===== config.mk =====
export PLATFORM = sky130hd
export DESIGN_NAME = uart_rx_fifo
export DESIGN_NICKNAME = d
export VERILOG_FILES = /design/src/rtl/uart_rx_fifo.sv
export SDC_FILE = /design/constraint.sdc
export NUM_CORES = 1
export LEC_CHECK = 0
export ABC_CLOCK_PERIOD_IN_PS = 5000
export BUFFER_PORTS_ARGS = -buffer_cell sky130_fd_sc_hd__buf_2
export CAP_MARGIN = 20
export CORE_ASPECT_RATIO = 1.4
export CORE_MARGIN = 2
export CORE_UTILIZATION = 60
export CTS_BUF_LIST = sky130_fd_sc_hd__clkbuf_4
export DETAILED_ROUTE_END_ITERATION = 7
export PLACE_DENSITY = 0.85
export SYNTH_ARGS = -nofsm -noshare
export SYNTH_HDL_FRONTEND = slang
export SYNTH_SLANG_ARGS = --single-unit

===== constraint.sdc =====
create_clock -name clk -period 5 [get_ports clk]
set_clock_uncertainty 0.2 [all_clocks]
set_input_delay 0.5 -clock clk [delete_from_list [all_inputs] [get_ports clk]]
set_output_delay 0.5 -clock clk [all_outputs]
set_load 0.02 [all_outputs]

===== src/rtl/uart_rx_fifo.sv =====
// Receive-side byte FIFO behind the UART receiver: captures bytes on rx_done,
// presents the head byte first-word-fall-through, and flags dropped bytes.
module uart_rx_fifo #(
  parameter  int DEPTH = 16,
  localparam int AW    = $clog2(DEPTH)
) (
  input  logic          clk,
  input  logic          rst,
  input  logic [7:0]    rx_data,
  input  logic          rx_done,
  input  logic          rd_en,
  input  logic          ovr_clr,
  output logic [7:0]    rd_data,
  output logic          empty,
  output logic          full,
  output logic [AW:0]   count,
  output logic          overrun
);

  localparam logic [AW:0] FULL_COUNT = DEPTH[AW:0];

  logic [7:0]    mem [DEPTH];
  logic [AW-1:0] wr_ptr;
  logic [AW-1:0] rd_ptr;
  logic          wr_accept;
  logic          rd_accept;
  logic          drop;

  // Flags come only from the registered count, so no input reaches them combinationally.
  assign empty = (count == '0);
  assign full  = (count == FULL_COUNT);

  // A pop while full frees the slot this same edge, so the write is still accepted.
  assign rd_accept = rd_en && !empty;
  assign wr_accept = rx_done && (!full || rd_en);
  assign drop      = rx_done && full && !rd_en;

  assign rd_data = mem[rd_ptr];

  always_ff @(posedge clk) begin
    if (!rst && wr_accept) begin
      mem[wr_ptr] <= rx_data;
    end
  end

  always_ff @(posedge clk) begin
    if (rst) begin
      wr_ptr <= '0;
      rd_ptr <= '0;
    end else begin
      if (wr_accept) begin
        wr_ptr <= wr_ptr + AW'(1);
      end
      if (rd_accept) begin
        rd_ptr <= rd_ptr + AW'(1);
      end
    end
  end

  always_ff @(posedge clk) begin
    if (rst) begin
      count <= '0;
    end else begin
      unique case ({wr_accept, rd_accept})
        2'b10:   count <= count + (AW+1)'(1);
        2'b01:   count <= count - (AW+1)'(1);
        default: count <= count;
      endcase
    end
  end

  // A new drop outranks a clear arriving in the same cycle.
  always_ff @(posedge clk) begin
    if (rst) begin
      overrun <= 1'b0;
    end else if (drop) begin
      overrun <= 1'b1;
    end else if (ovr_clr) begin
      overrun <= 1'b0;
    end
  end

endmodule


---- Yosys cells after proc, flatten, opt, wreduce, memory -nomap -nowiden ----
Memory sizes are Yosys's and may differ from the RTL's. A register that Yosys moved wholly into a read port is not among the register bits.
Index checks and enable logic that the tools add are counted.
cells by class
  add/sub/neg operators ................... 4
  equal/unequal tests ..................... 3
  mux-type cells .......................... 7
  reductions and logical operators ........ 13
operator list
  cell                   count
  $pmux W5 S2            1
  $add A4 B1 Y4 const B  2
  $mux W4                2
  $add A5 B1 Y5 const B  1
  $eq A5 B5 Y1 const B   1
  $logic_and A1 B1 Y1    5
  $logic_not A5 Y1       1
  $sub A5 B1 Y5 const B  1
  $logic_not A1 Y1       4
  $mux W1                4
  $reduce_bool A2 Y1     2
  $eq A2 B1 Y1 const B   1
  $eq A2 B2 Y1 const B   1
  $logic_or A1 B1 Y1     1
word-level totals
  register bits ........................... 14
  memory bits (writable) .................. 128
  bits of input ports ..................... 13
  output and inout port bits .............. 16
  logic and storage cells ................. 32
  memories ................................ 1
memories
  name  words  bits a word  rd ports  clocked after memory_dff  wr ports  line  text
  mem   16     8            1         1                         1         22    logic [7:0] mem [DEPTH];

---- Logic depth before layout (Yosys ltp) ----
  word-level depth ........................ 7
  mapped depth ............................ 12
  gate-level depth less buffers ........... 10

---- Worst setup path before layout ----
No wires, ideal clock.
  path type ............................... register to register
  start point ............................. register count[0]
  end point ............................... register count[4]
  library setup time ...................... 64 ps
  data arrival time ....................... 2,966 ps
  data required time ...................... 4,736 ps
  slack ................................... 1,770 ps
  stages on the path, launching flop included .. 12
  path buffers ............................ 2
  clock period less this slack ............ 3,230 ps
  cells stage by stage .................... dfxtp_1 or4_4 buf_6 o31ai_4 ha_1 clkbuf_1 xor2_1 ha_1 o21ai_0 or3_1 a2111o_1 nand4_1
on the way
  word-level cells in the longest chain between the ends .. 6
  elaborated cells between the ends (all ways) .. 13
  classes of those cells .................. add/sub: 2; eq/ne: 3; mux: 1; reduce/logical: 7
RTL lines
  what                                               line  text
  start, declared                                    16    output logic [AW:0] count,
  start signal, assigned                             65    2'b10: count <= count + (AW+1)'(1);
  start signal, assigned                             66    2'b01: count <= count - (AW+1)'(1);
  start signal, assigned                             67    default: count <= count;
  $eq A5 B5 Y1                                       31    assign full = (count == FULL_COUNT);
  $logic_not A1 Y1                                   35    assign wr_accept = rx_done && (!full || rd_en);
  $logic_or A1 B1 Y1                                 35
  $logic_and A1 B1 Y1                                35
  $eq A2 B1 Y1 or $eq A2 B2 Y1 (tied branches)       64    unique case ({wr_accept, rd_accept})
  $pmux W5 S2 or $reduce_bool A2 Y1 (tied branches)  n/a
Several ways; a longest one is shown, not always the timed one.
A chain may end at the register's enable or synchronous reset.

==> impl_metrics.json <==
{
  "status": "completed",
  "critPathMaxStageDelay_ps": 830,
  "ir_worst_vdd_mv": 0.4126,
  "synth_fa_ha_area_frac": 0.01919,
  "start_util": 0.6171,
  "globalplace.congestion": 0.7433,
  "grt_pass1_vias": 3134,
  "synth_seq_area_share": 0.7163,
  "core_mm2": 0.009512,
  "netlist_area_mm2": 0.005869,
  "path_class": "flop to output pin",
  "clkSlewWorstSetupHoldPaths_ps": 130,
  "intPower_w": 0.001843,
  "synth.area.mux_share": 0.1288,
  "synth_top_cell_by_area": "edfxtp_1",
  "min-delay-start": "ovr_clr",
  "synth_top_family_by_area": "multiplexers",
  "track_usage": 0.2179,
  "min_period_ps": 3527,
  "dp_hpwl_mm": 7.054,
  "power.leakage_nw": 2.089,
  "die-area_mm2": 0.01060,
  "yosys-top-cells-area": "edfxtp_1, mux4_2, dfxtp_1",
  "syn_nets": 351,
  "rsz0062_at_grt": "false",
  "synthXorXnorAreaFrac": 0.01194,
  "firstDrtPassIters": 4,
  "setup_viol": 0,
  "synth_top_area_share": 0.6549,
  "slew_headroom": 0.3352,
  "drive_above_1_share": 0.2667,
  "swShare": 0.3150,
  "cp.required_ps": 4300,
  "dieHeight_um": 121.0,
  "pwr_density_cell_mw_per_mm2": 422.3,
  "combPwrFrac": 0.219,
  "grt_pass1_wl_mm": 16.47,
  "h-tree-depth": 4,
  "hp-class": "primary input to flop",
  "clock_latency_ps": 520,
  "min_period_over_period": 0.7054,
  "grt_overflow": 0,
  "hold_viol_final": 0,
  "reg2reg_setup_slack_ps": 1700,
  "rr_endpoint": "count[4]$_SDFFE_PP0P_",
  "clockBufferDepth": 2,
  "fmax_ghz": 0.2835,
  "drcViolationCount": 0,
  "crit_path_end_kind": "output pin",
  "drt-initial-drc-count": 233,
  "ys.warnings.count": 0,
  "reg2regPathDepth": 9,
  "antenna_cells": 0,
  "grt_max_degree": 23,
  "p_clk_frac": 0.241,
  "cts_buffers": 17,
  "ctsHoldBuffers": 0,
  "share_seq_of_total_power": 0.540,
  "root_buffer": "clkbuf_4",
  "cp.arrival_ps": 2830,
  "avgSynthCellArea_um2": 17.84,
  "via_count": 3061,
  "wl_per_cell_um": 20.49,
  "ys_seq_elements": 146,
  "r2r-start": "count[0]$_SDFFE_PP0P_",
  "cts_tree": "built",
  "fp.dieW_um": 87.59,
  "setup-tns-final_ps": 0,
  "via_per_inst": 6.037,
  "syn_to_final_growth_pct": 8.570,
  "crit_path_start_kind": "flop",
  "maxSlewViolCount": 0,
  "synthSimpleGateAreaFrac": 0.06438,
  "crit_fanout": 21,
  "clkSinkCount": 146,
  "rows": 42,
  "antenna_left": 0,
  "post_cts_resized": 0,
  "path_cells": "buf_4, mux4_2, a22oi_1, nand2_1, buf_2",
  "dpl_cell_area_mm2": 0.006120,
  "wirelength_mm": 10.39,
  "antenna_found_initial": 0,
  "crit_end": "rd_data[1]",
  "synth_compound_area_frac": 0.04413,
  "worstMarginPinSlew_ps": 995.8,
  "cp_slowest_cell": "dfxtp_2",
  "p_switching_w": 0.0008479,
  "final_area_mm2": 0.006372,
  "design.portCount": 29,
  "synth.distinct_cells": 40,
  "maxCapViolCount": 0,
  "nets": 384,
  "syn-instance-count": 329,
  "postCtsSetupRepairBufs": 0,
  "portBuffers": 28
}
logic make-up (layout without fill, tap and decap cells):
| kind of cell | Yosys count | in the layout |
|---|---|---|
| AND/OR/NAND/NOR | 78 | 78 |
| flip-flops | 146 | 146 |
| AO/OA/AOI/OAI | 32 | 32 |
| multiplexers | 35 | 35 |
| XOR/XNOR | 8 | 8 |
| buffers and inverters | 21 | 67 |
| adder cells (fa/ha/maj) | 9 | 9 |
state kept, by name (all words and copies together), names as in the netlist, named ones only:
signal,count
wr_ptr,4
mem,128
rd_ptr,4
overrun,1
count,5
layout make-up:
type                            instances  area [um2]
Clock buffer                           17       127.6
Clock inverter                         15       125.1
Fill cell                             626        3139
Inverter                                5       18.77
Multi-Input combinational cell        162        1575
Sequential cell                       146        4205
Tap cell                              132       165.2
Timing Repair Buffer                   30       155.1
metrics by stage:
step           instances  hold slack (ps)  setup WS (ps)  total power, W    util
2_1_floorplan        329            281.3           1770        0.001934       -
3_3_place_gp         475            310.0           1884        0.002059  0.6434
3_5_place_dp         475            312.6           1740        0.002076  0.6434
4_1_cts              507            25.25           1359        0.002715  0.6700
5_1_grt              507            18.16           1198        0.002832  0.6700
6_report             507            59.71           1473        0.002691  0.6700
layer usage:
metal  vias up  wire length, um  global-route usage
li1       1386                -                   -
met1      1556             4078              0.2668
met2       106             5705              0.3745
met3        13              477             0.05578
met4         0              127             0.07308
met5         -                0                   0
power groups by stage:
stage               Clock [W]  Sequential (W)  Combinational (W)
detailed placement          0         0.00148           0.000594
global route         0.000715         0.00147           0.000652
CTS                  0.000664         0.00145           0.000596
finish               0.000649         0.00145           0.000590
global placement            0         0.00148           0.000582
floorplan                   0         0.00145           0.000488
cell usage in the layout, fill, tap and decap left out, types with 6 or more instances in the layout:
master	netlist	routed
a22oi_1	16	16
mux4_2	32	32
ha_1	9	9
clkbuf_4	0	17
nand3_1	6	6
nor2_1	33	33
edfxtp_1	128	128
nand2_1	14	14
buf_2	3	28
dfxtp_1	18	17
xor2_1	6	6
synthesized netlist by cell type, drive strengths merged:
library cell    n
a2111o          1
a211o           1
a21o            1
a21oi           4
a22oi          16
and2            1
and3            1
buf             6
clkbuf         10
dfxtp          18
edfxtp        128
ha              9
inv             5
mux2            1
mux2i           2
mux4           32
nand2          14
nand2b          3
nand3           6
nand4           3
nand4b          2
nand4bb         1
nor2           34
nor2b           4
nor3            2
nor4            1
nor4b           1
o211ai          2
o21ai           4
o311ai          1
o31a            1
o31ai           1
or3             4
or4             1
xnor2           2
xor2            6
worst min path at each step:
stage	end	slack, ps	cells after the start
2_1_floorplan	wr_ptr[1]$_SDFFE_PP0P_	280	2
6_report	overrun$_SDFFE_PP0P_	60	4
3_3_place_gp	flop	310	2
4_1_cts	overrun$_SDFFE_PP0P_	30	4
3_5_place_dp	flop	310	2
5_1_grt	overrun$_SDFFE_PP0P_	20	4
worst max-delay path, delay by kind of cell (launching register included):
| family | cells | cell delay [ps] |
|---|---|---|
| AOI/OAI and AO/OA | 1 | 290 |
| and+or+nand+nor | 1 | 90 |
| buffers and inverters | 2 | 550 |
| DFF | 1 | 830 |
| muxes | 1 | 550 |
Note: power is estimated with default switching activity, not from simulation.
